==> config.mk <==
export PLATFORM = sky130hd
export DESIGN_NAME = dmem_arbiter
export DESIGN_NICKNAME = d
export VERILOG_FILES = /design/src/rtl/dmem_arbiter.sv
export SDC_FILE = /design/constraint.sdc
export NUM_CORES = 1
export LEC_CHECK = 0
export CORE_ASPECT_RATIO = 1.4
export CORE_MARGIN = 10
export CORE_UTILIZATION = 35
export CTS_CLUSTER_SIZE = 16
export DETAILED_ROUTE_END_ITERATION = 8
export HOLD_SLACK_MARGIN = 0.06
export PLACE_DENSITY = 0.77
export SYNTH_ARGS = -nofsm -noshare
export SYNTH_HDL_FRONTEND = slang
export SYNTH_SLANG_ARGS = --single-unit
==> constraint.sdc <==
create_clock -name clk -period 3.5 [get_ports clk]
set_clock_uncertainty 0.1 [all_clocks]
set_input_delay 0.7 -clock clk [delete_from_list [all_inputs] [get_ports clk]]
set_output_delay 0.7 -clock clk [all_outputs]
set_load 0.02 [all_outputs]
==> src/rtl/dmem_arbiter.sv <==
`default_nettype none
// ============================================================================
// Module   : dmem_arbiter
// Purpose  : Shares the single data-memory port between the pipeline MEM
//            stage (core) and the debug/program-loader port (dbg). The core
//            has default priority. A saturating starvation counter forces a
//            dbg grant once dbg has been denied STARVE_LIMIT consecutive
//            cycles. dmem has a registered 1-cycle read latency and commits
//            writes at posedge, so writes finish in the issue cycle and reads
//            take an issue cycle plus a return cycle.
// Ports    :
//   clk, rst_n                 clock, synchronous active-low reset
//   core_req/we/addr/wdata     core request (held until core_stall is low)
//   core_rdata, core_stall     core load data, pipeline hold
//   dbg_req/we/addr/wdata      debug request (held until dbg_ack)
//   dbg_rdata, dbg_ack         debug read data, one-cycle completion pulse
//   mem_addr/wdata/we          dmem request port
//   mem_rdata                  dmem read data, valid the cycle after issue
// Revision : 1.0 - initial release
// ============================================================================
module dmem_arbiter #(
    parameter int STARVE_LIMIT = 4,
    parameter int XLEN         = 32
) (
    input  logic            clk,
    input  logic            rst_n,
    input  logic            core_req,
    input  logic            core_we,
    input  logic [XLEN-1:0] core_addr,
    input  logic [XLEN-1:0] core_wdata,
    output logic [XLEN-1:0] core_rdata,
    output logic            core_stall,
    input  logic            dbg_req,
    input  logic            dbg_we,
    input  logic [XLEN-1:0] dbg_addr,
    input  logic [XLEN-1:0] dbg_wdata,
    output logic [XLEN-1:0] dbg_rdata,
    output logic            dbg_ack,
    output logic [XLEN-1:0] mem_addr,
    output logic [XLEN-1:0] mem_wdata,
    output logic            mem_we,
    input  logic [XLEN-1:0] mem_rdata
);

    typedef enum logic [1:0] {
        IDLE    = 2'd0,
        CORE_RD = 2'd1,
        DBG_RD  = 2'd2
    } state_t;

    localparam logic [3:0] C_LIMIT = 4'(STARVE_LIMIT);

    state_t          r_state;
    state_t          w_state_nxt;
    logic [3:0]      r_wait_cnt;
    logic [3:0]      w_wait_cnt_nxt;
    logic [XLEN-1:0] r_core_rdata_q;
    logic [XLEN-1:0] r_dbg_rdata_q;
    logic            w_dbg_win;
    logic            w_core_win;

    // ------------------------------------------------------------------
    // State register and read-data capture
    // ------------------------------------------------------------------
    always_ff @(posedge clk) begin
        if (!rst_n) begin
            // A read return in flight is simply dropped: no capture, no ack.
            r_state        <= IDLE;
            r_wait_cnt     <= 4'd0;
            r_core_rdata_q <= '0;
            r_dbg_rdata_q  <= '0;
        end else begin
            r_state    <= w_state_nxt;
            r_wait_cnt <= w_wait_cnt_nxt;
            if (r_state == CORE_RD) begin
                r_core_rdata_q <= mem_rdata;
            end
            if (r_state == DBG_RD) begin
                r_dbg_rdata_q <= mem_rdata;
            end
        end
    end

    // ------------------------------------------------------------------
    // Grant selection, next state and all port outputs
    // ------------------------------------------------------------------
    always_comb begin
        w_state_nxt = r_state;
        w_dbg_win   = 1'b0;
        w_core_win  = 1'b0;
        mem_addr    = core_addr;
        mem_wdata   = core_wdata;
        mem_we      = 1'b0;
        core_rdata  = r_core_rdata_q;
        dbg_rdata   = r_dbg_rdata_q;
        dbg_ack     = 1'b0;
        core_stall  = core_req;

        if (!rst_n) begin
            // Nothing is issued or completed while reset is held.
            core_stall  = 1'b0;
            w_state_nxt = IDLE;
        end else begin
            case (r_state)
                IDLE: begin
                    w_dbg_win  = dbg_req & (~core_req | (r_wait_cnt == C_LIMIT));
                    w_core_win = core_req & ~w_dbg_win;
                    if (w_dbg_win) begin
                        mem_addr  = dbg_addr;
                        mem_wdata = dbg_wdata;
                        mem_we    = dbg_we;
                        if (dbg_we) begin
                            dbg_ack = 1'b1;
                        end else begin
                            w_state_nxt = DBG_RD;
                        end
                    end else if (w_core_win) begin
                        mem_we = core_we;
                        if (core_we) begin
                            core_stall = 1'b0;
                        end else begin
                            // Read issued; the core completes in the return cycle.
                            w_state_nxt = CORE_RD;
                        end
                    end
                end
                CORE_RD: begin
                    core_rdata  = mem_rdata;
                    core_stall  = 1'b0;
                    w_state_nxt = IDLE;
                end
                DBG_RD: begin
                    dbg_rdata   = mem_rdata;
                    dbg_ack     = 1'b1;
                    w_state_nxt = IDLE;
                end
                default: begin
                    w_state_nxt = IDLE;
                end
            endcase
        end
    end

    // ------------------------------------------------------------------
    // Starvation counter: counts every denied dbg cycle, including the
    // read-return cycles where nothing can be issued.
    // ------------------------------------------------------------------
    always_comb begin
        w_wait_cnt_nxt = r_wait_cnt;
        if (w_dbg_win) begin
            w_wait_cnt_nxt = 4'd0;
        end else if (dbg_req && (r_wait_cnt != C_LIMIT)) begin
            w_wait_cnt_nxt = r_wait_cnt + 4'd1;
        end
    end

endmodule
`default_nettype wire

# Word level (Yosys, flattened, before mapping)
# Index checks and enable logic that the tools add are counted.
# classes
reduce_logical	6
bitwise	6
eq_ne	6
add_sub_neg	1
mux	29
# op_table
operator	n
$mux W32	10
$mux W1	13
$mux W2	4
$add A4 B1 Y4 const B	1
$eq A4 B3 Y1 const B	1
$ne A4 B3 Y1 const B	1
$pmux W1 S2	2
$not A1 Y1	3
$reduce_and A3 Y1	1
$and A1 B1 Y1	2
$eq A2 B1 Y1 const B	1
$eq A2 B2 Y1 const B	1
$logic_not A2 Y1	1
$ne A2 B1 Y1 const B	1
$ne A2 B2 Y1 const B	1
$reduce_and A2 Y1	1
$reduce_bool A2 Y1	1
$reduce_or A2 Y1	1
$logic_and A1 B1 Y1	1
$or A1 B1 Y1	1
# totals
out_inout_bits	131
elab_cells	52
regBits	70
in_bits	166

# Longest topological paths before layout
# Gate-level depths: netlist of the first run.
# depth
depth_word	9
depth_mapped	6
depth_no_buf	5

# Worst setup path before layout of the first run
# No wires, ideal clock.
# synth_path
kind	input-to-output
startpoint	input rst_n
endpoint	output mem_wdata[10]
path_buffers	1
stages	4
setup_slack_ns	0.504
t_required_ns	2.700
t_arrival_ns	2.196
path_cell_list	or3b_4 -> a211oi_4 -> buf_6 -> mux2_1
# synth_via
elab_chain_len	1
# synth_lines
item	line_no	rtl
from (decl)	26	input logic rst_n,
$mux W32	99	if (!rst_n) begin
to (decl)	40	output logic [XLEN-1:0] mem_wdata,
# Every way passes these cells.

# Final worst setup path of the first run
# layout_path
startpoint	register r_wait_cnt[0]
endpoint	output mem_wdata[9]
# layout_via
elab_chain_len	6
# layout_lines
item	line_no	rtl
from (decl)	55	logic [3:0] r_wait_cnt;
from (signal assigned)	74	r_wait_cnt <= w_wait_cnt_nxt;
$eq A4 B3 Y1	106	w_dbg_win = dbg_req & (~core_req | (r_wait_cnt == C_LIMIT));
$or A1 B1 Y1	106	
$and A1 B1 Y1	106	
$mux W32	108	if (w_dbg_win) begin
$mux W32	104	case (r_state)
$mux W32	99	
# Every way passes these cells.

==> metrics.cfg, run 1 <==
[outcome]
status=finished, final reports clean

[synthesis]
yosysWarningCount=0
synth_mux_area_frac=0.351
synth_cells=470
synth_top_family_by_area=multiplexers
syn-mean-instance-area_um2=8.73
synth-compound-area-share=0.103
yosys.area.top_type=dfxtp_1
synthSimpleGateAreaFrac=0.149
seq_area_frac_synth=0.341
synth_nets=638
synth_xor_area_frac=0
synth_area_mm2=0.00410
yosys-top-cells-area=dfxtp_1 34%, mux2_2 34%, nand2_1 12%, a21oi_1 8.2%, clkbuf_1 2.0%
synth_fa_ha_area_frac=0.00610
synth_largest_type_area_fraction=0.341
ys_ff_latch=70
ys_types=28

[sta]
clock.fmax_ghz=0.292
worst_slew_pin_slew_ps=759
rsz0062_at_grt=false
holdWs_ps=351
hold_viol_final=0
maxSlewViolCount=0
fin_tns_setup_ps=0
period_needed_ps=3430
worst_slew_margin_rel=0.494
finalSetupViolCount=0
period_share=0.979

[floorplan]
core_area_mm2=0.0114
io_pins=297
die_area_mm2=0.0165
initial_core_util=0.360
die_h_um=148
num_rows=46
die_w_um=112

[grt]
grt_start_max_net_pins=69
grt_util_met3=0.111
grt_use_met1=0.287
track_usage=0.265
antenna_found_initial=6
busiest_layer=met2
use_met2=0.451
grt_overflow_total=0
grt_pass1_vias=4924
grt_pass1_wl_um=33100

[critical_path]
cpLargestDelayFamily=buffers and inverters
endpoint_kind=output pin
startpoint_type=register
critPathSlowestCell=dlygate4sd2_1
critical-path-max-stage-delay_ps=370
cp_max_fo=21
path_cells=inv_1 > ha_1 > nand3b_1 > a211oi_4 > buf_4 > buf_16 > mux2_1 > dlygate4sd2_1
critPathKind=reg -> out
critPathRequiredTime_ps=2700
arrival_ps=2630
path_buf_inv=4

[clock_network]
cts_made_buffers=9
clkLatencyLatePin_ps=330
clockBufferDepth=2
cts-root-buf=clkbuf_16
path_clk_slew_ps=50
cts_hold_buf=0
cts_sinks=70
cts_tree=yes
htree_levels=3

[layout]
multi_input_area_mm2=0.00255
drive_above_1_share=0.302
design_area_mm2=0.00772
num-nets-final=937
fillers=873
area_growth_pct=88.2
seq_area_mm2=0.00140

[power]
p_leak_uw=0.00298
finalPower_uw=2570
peakVddDrop_mv=0.374
power_density_mw_per_mm2=332

[detailed_routing]
ant_nets=0
drt_iter0_drc=239
drt_first_pass_iters=5
wl_um=23100
viasPerCell=5.19
vias=4779
post-route-drc-count=0
wl_per_cell_um=25.1

[placed_design]
numPortBuffers=296
place_area_mm2=0.00723
gp_congestion=1.09
dp_hpwl_um=18700

[job]
drv_cap=0

[hold_path]
hold_path_class=reg -> reg

==> cells in the final DEF, fill, tap and decap left out, types with 4 or more instances in the layout <==
cell             count
mux2_4              12
buf_6               12
buf_12               4
clkbuf_16            9
dfxtp_1             70
inv_1                6
nand2_1            132
clkdlybuf4s50_1    231
mux2_2             113
nand3_1              5
buf_2               22
clkdlybuf4s15_2     28
buf_4               18
dlygate4sd2_1        4
a21oi_1             67
a211oi_1             4
==> logic make-up after synthesis <==
kind of cell | count (synthesis)
compound gates | 78
buf+inv | 42
mux | 128
simple gates | 150
fa+ha+maj | 2
flops | 70
==> worst register-to-register path, stage by stage, from the launching register on <==
cell and delay [ps]:
dfxtp_1 340, inv_1 90, ha_1 240, nand3b_1 240, a2111oi_0 460, buf_4 210, a211oi_1 60
==> stage by stage <==
stage               utilization  instances  setup WS [ps]
global placement          0.635        895           -402
global route              0.677        918           15.7
finish                    0.678        921           72.0
floorplan                     -        470            504
CTS                       0.677        918           71.0
detailed placement        0.635        895           -439
==> where the power goes <==
part           switching, µW  internal (µW)
clock network            348            662
registers               12.2            819
logic                    331            393
total                    691           1870
==> state kept, by name, summed over array words and instances (netlist names) <==
name            flops
r_dbg_rdata_q      32
r_state             2
r_wait_cnt          4
r_core_rdata_q     32
==> routing by layer <==
metal / wire [µm] / share of wire
met5: 57 / 0.0025
met4: 738 / 0.032
met3: 2390 / 0.10
met2: 11200 / 0.48
met1: 8780 / 0.38
==> final timing paths <==
check | startpoint | end | slack, ps | depth (start not counted)
max reg2reg | r_wait_cnt[0]$_SDFFE_PP0P_ | r_wait_cnt[0]$_SDFFE_PP0P_ | 1610 | 6
min | r_core_rdata_q[15]$_SDFF_PN0_ | r_core_rdata_q[15]$_SDFF_PN0_ | 350 | 2
max | r_wait_cnt[0]$_SDFFE_PP0P_ | mem_wdata[9] | 70 | 8
min reg2reg | r_core_rdata_q[15]$_SDFF_PN0_ | r_core_rdata_q[15]$_SDFF_PN0_ | 350 | 2
==> final cells by class <==
class                   instances  area share
repair buffers                323       0.418
diodes                          3    0.000972
multi-input cells             358       0.330
inverters                       7     0.00340
well taps                     144      0.0233
clock inverters                 5      0.0105
flip-flops and latches         70       0.181
clock buffers                  11      0.0327
==> synthesized netlist by cell type <==
library cell    n
clkbuf_1       22
buf_1           7
o211ai_1        1
nor3_1          2
or3_1           1
a21oi_1        67
nand2b_1        2
nand3_1         5
nand4_1         1
mux2_1          5
mux2_2        123
nor4_1          1
dfxtp_1        70
nor2b_1         2
nand3b_1        1
a2111oi_0       1
inv_1           6
o21ai_0         3
or3b_4          1
ha_1            2
a211oi_1        4
nand2_1       132
a211oi_4        1
a31oi_1         1
clkinv_1        1
and3b_1         1
nand4b_1        1
buf_6           6
==> repair_timing <==
item,4_1_cts,5_1_grt
buffers inserted,3,0
pin swaps,1,1
cloned,4,0
gates resized for setup,210,0
endpoints found under the setup margin,64,1
Note: power is estimated with default switching activity, not from simulation.
==> inputs of run 2 (changes only) <==
--- a/config.mk
+++ b/config.mk
@@ -8,7 +8,6 @@
 export CORE_ASPECT_RATIO = 1.4
 export CORE_MARGIN = 10
 export CORE_UTILIZATION = 35
-export CTS_CLUSTER_SIZE = 16
 export DETAILED_ROUTE_END_ITERATION = 8
 export HOLD_SLACK_MARGIN = 0.06
 export PLACE_DENSITY = 0.77
==> results of run 2 <==
The final DEF is identical to that of run 1; final timing and power are the same.
==> inputs of run 3 (changes only) <==
--- a/config.mk
+++ b/config.mk
@@ -8,6 +8,7 @@
 export CORE_ASPECT_RATIO = 1.4
 export CORE_MARGIN = 10
 export CORE_UTILIZATION = 35
+export CTS_CLUSTER_SIZE = 30
 export DETAILED_ROUTE_END_ITERATION = 8
 export HOLD_SLACK_MARGIN = 0.06
 export PLACE_DENSITY = 0.77
==> results of run 3 <==
The final DEF is identical to that of run 1; final timing and power are the same.
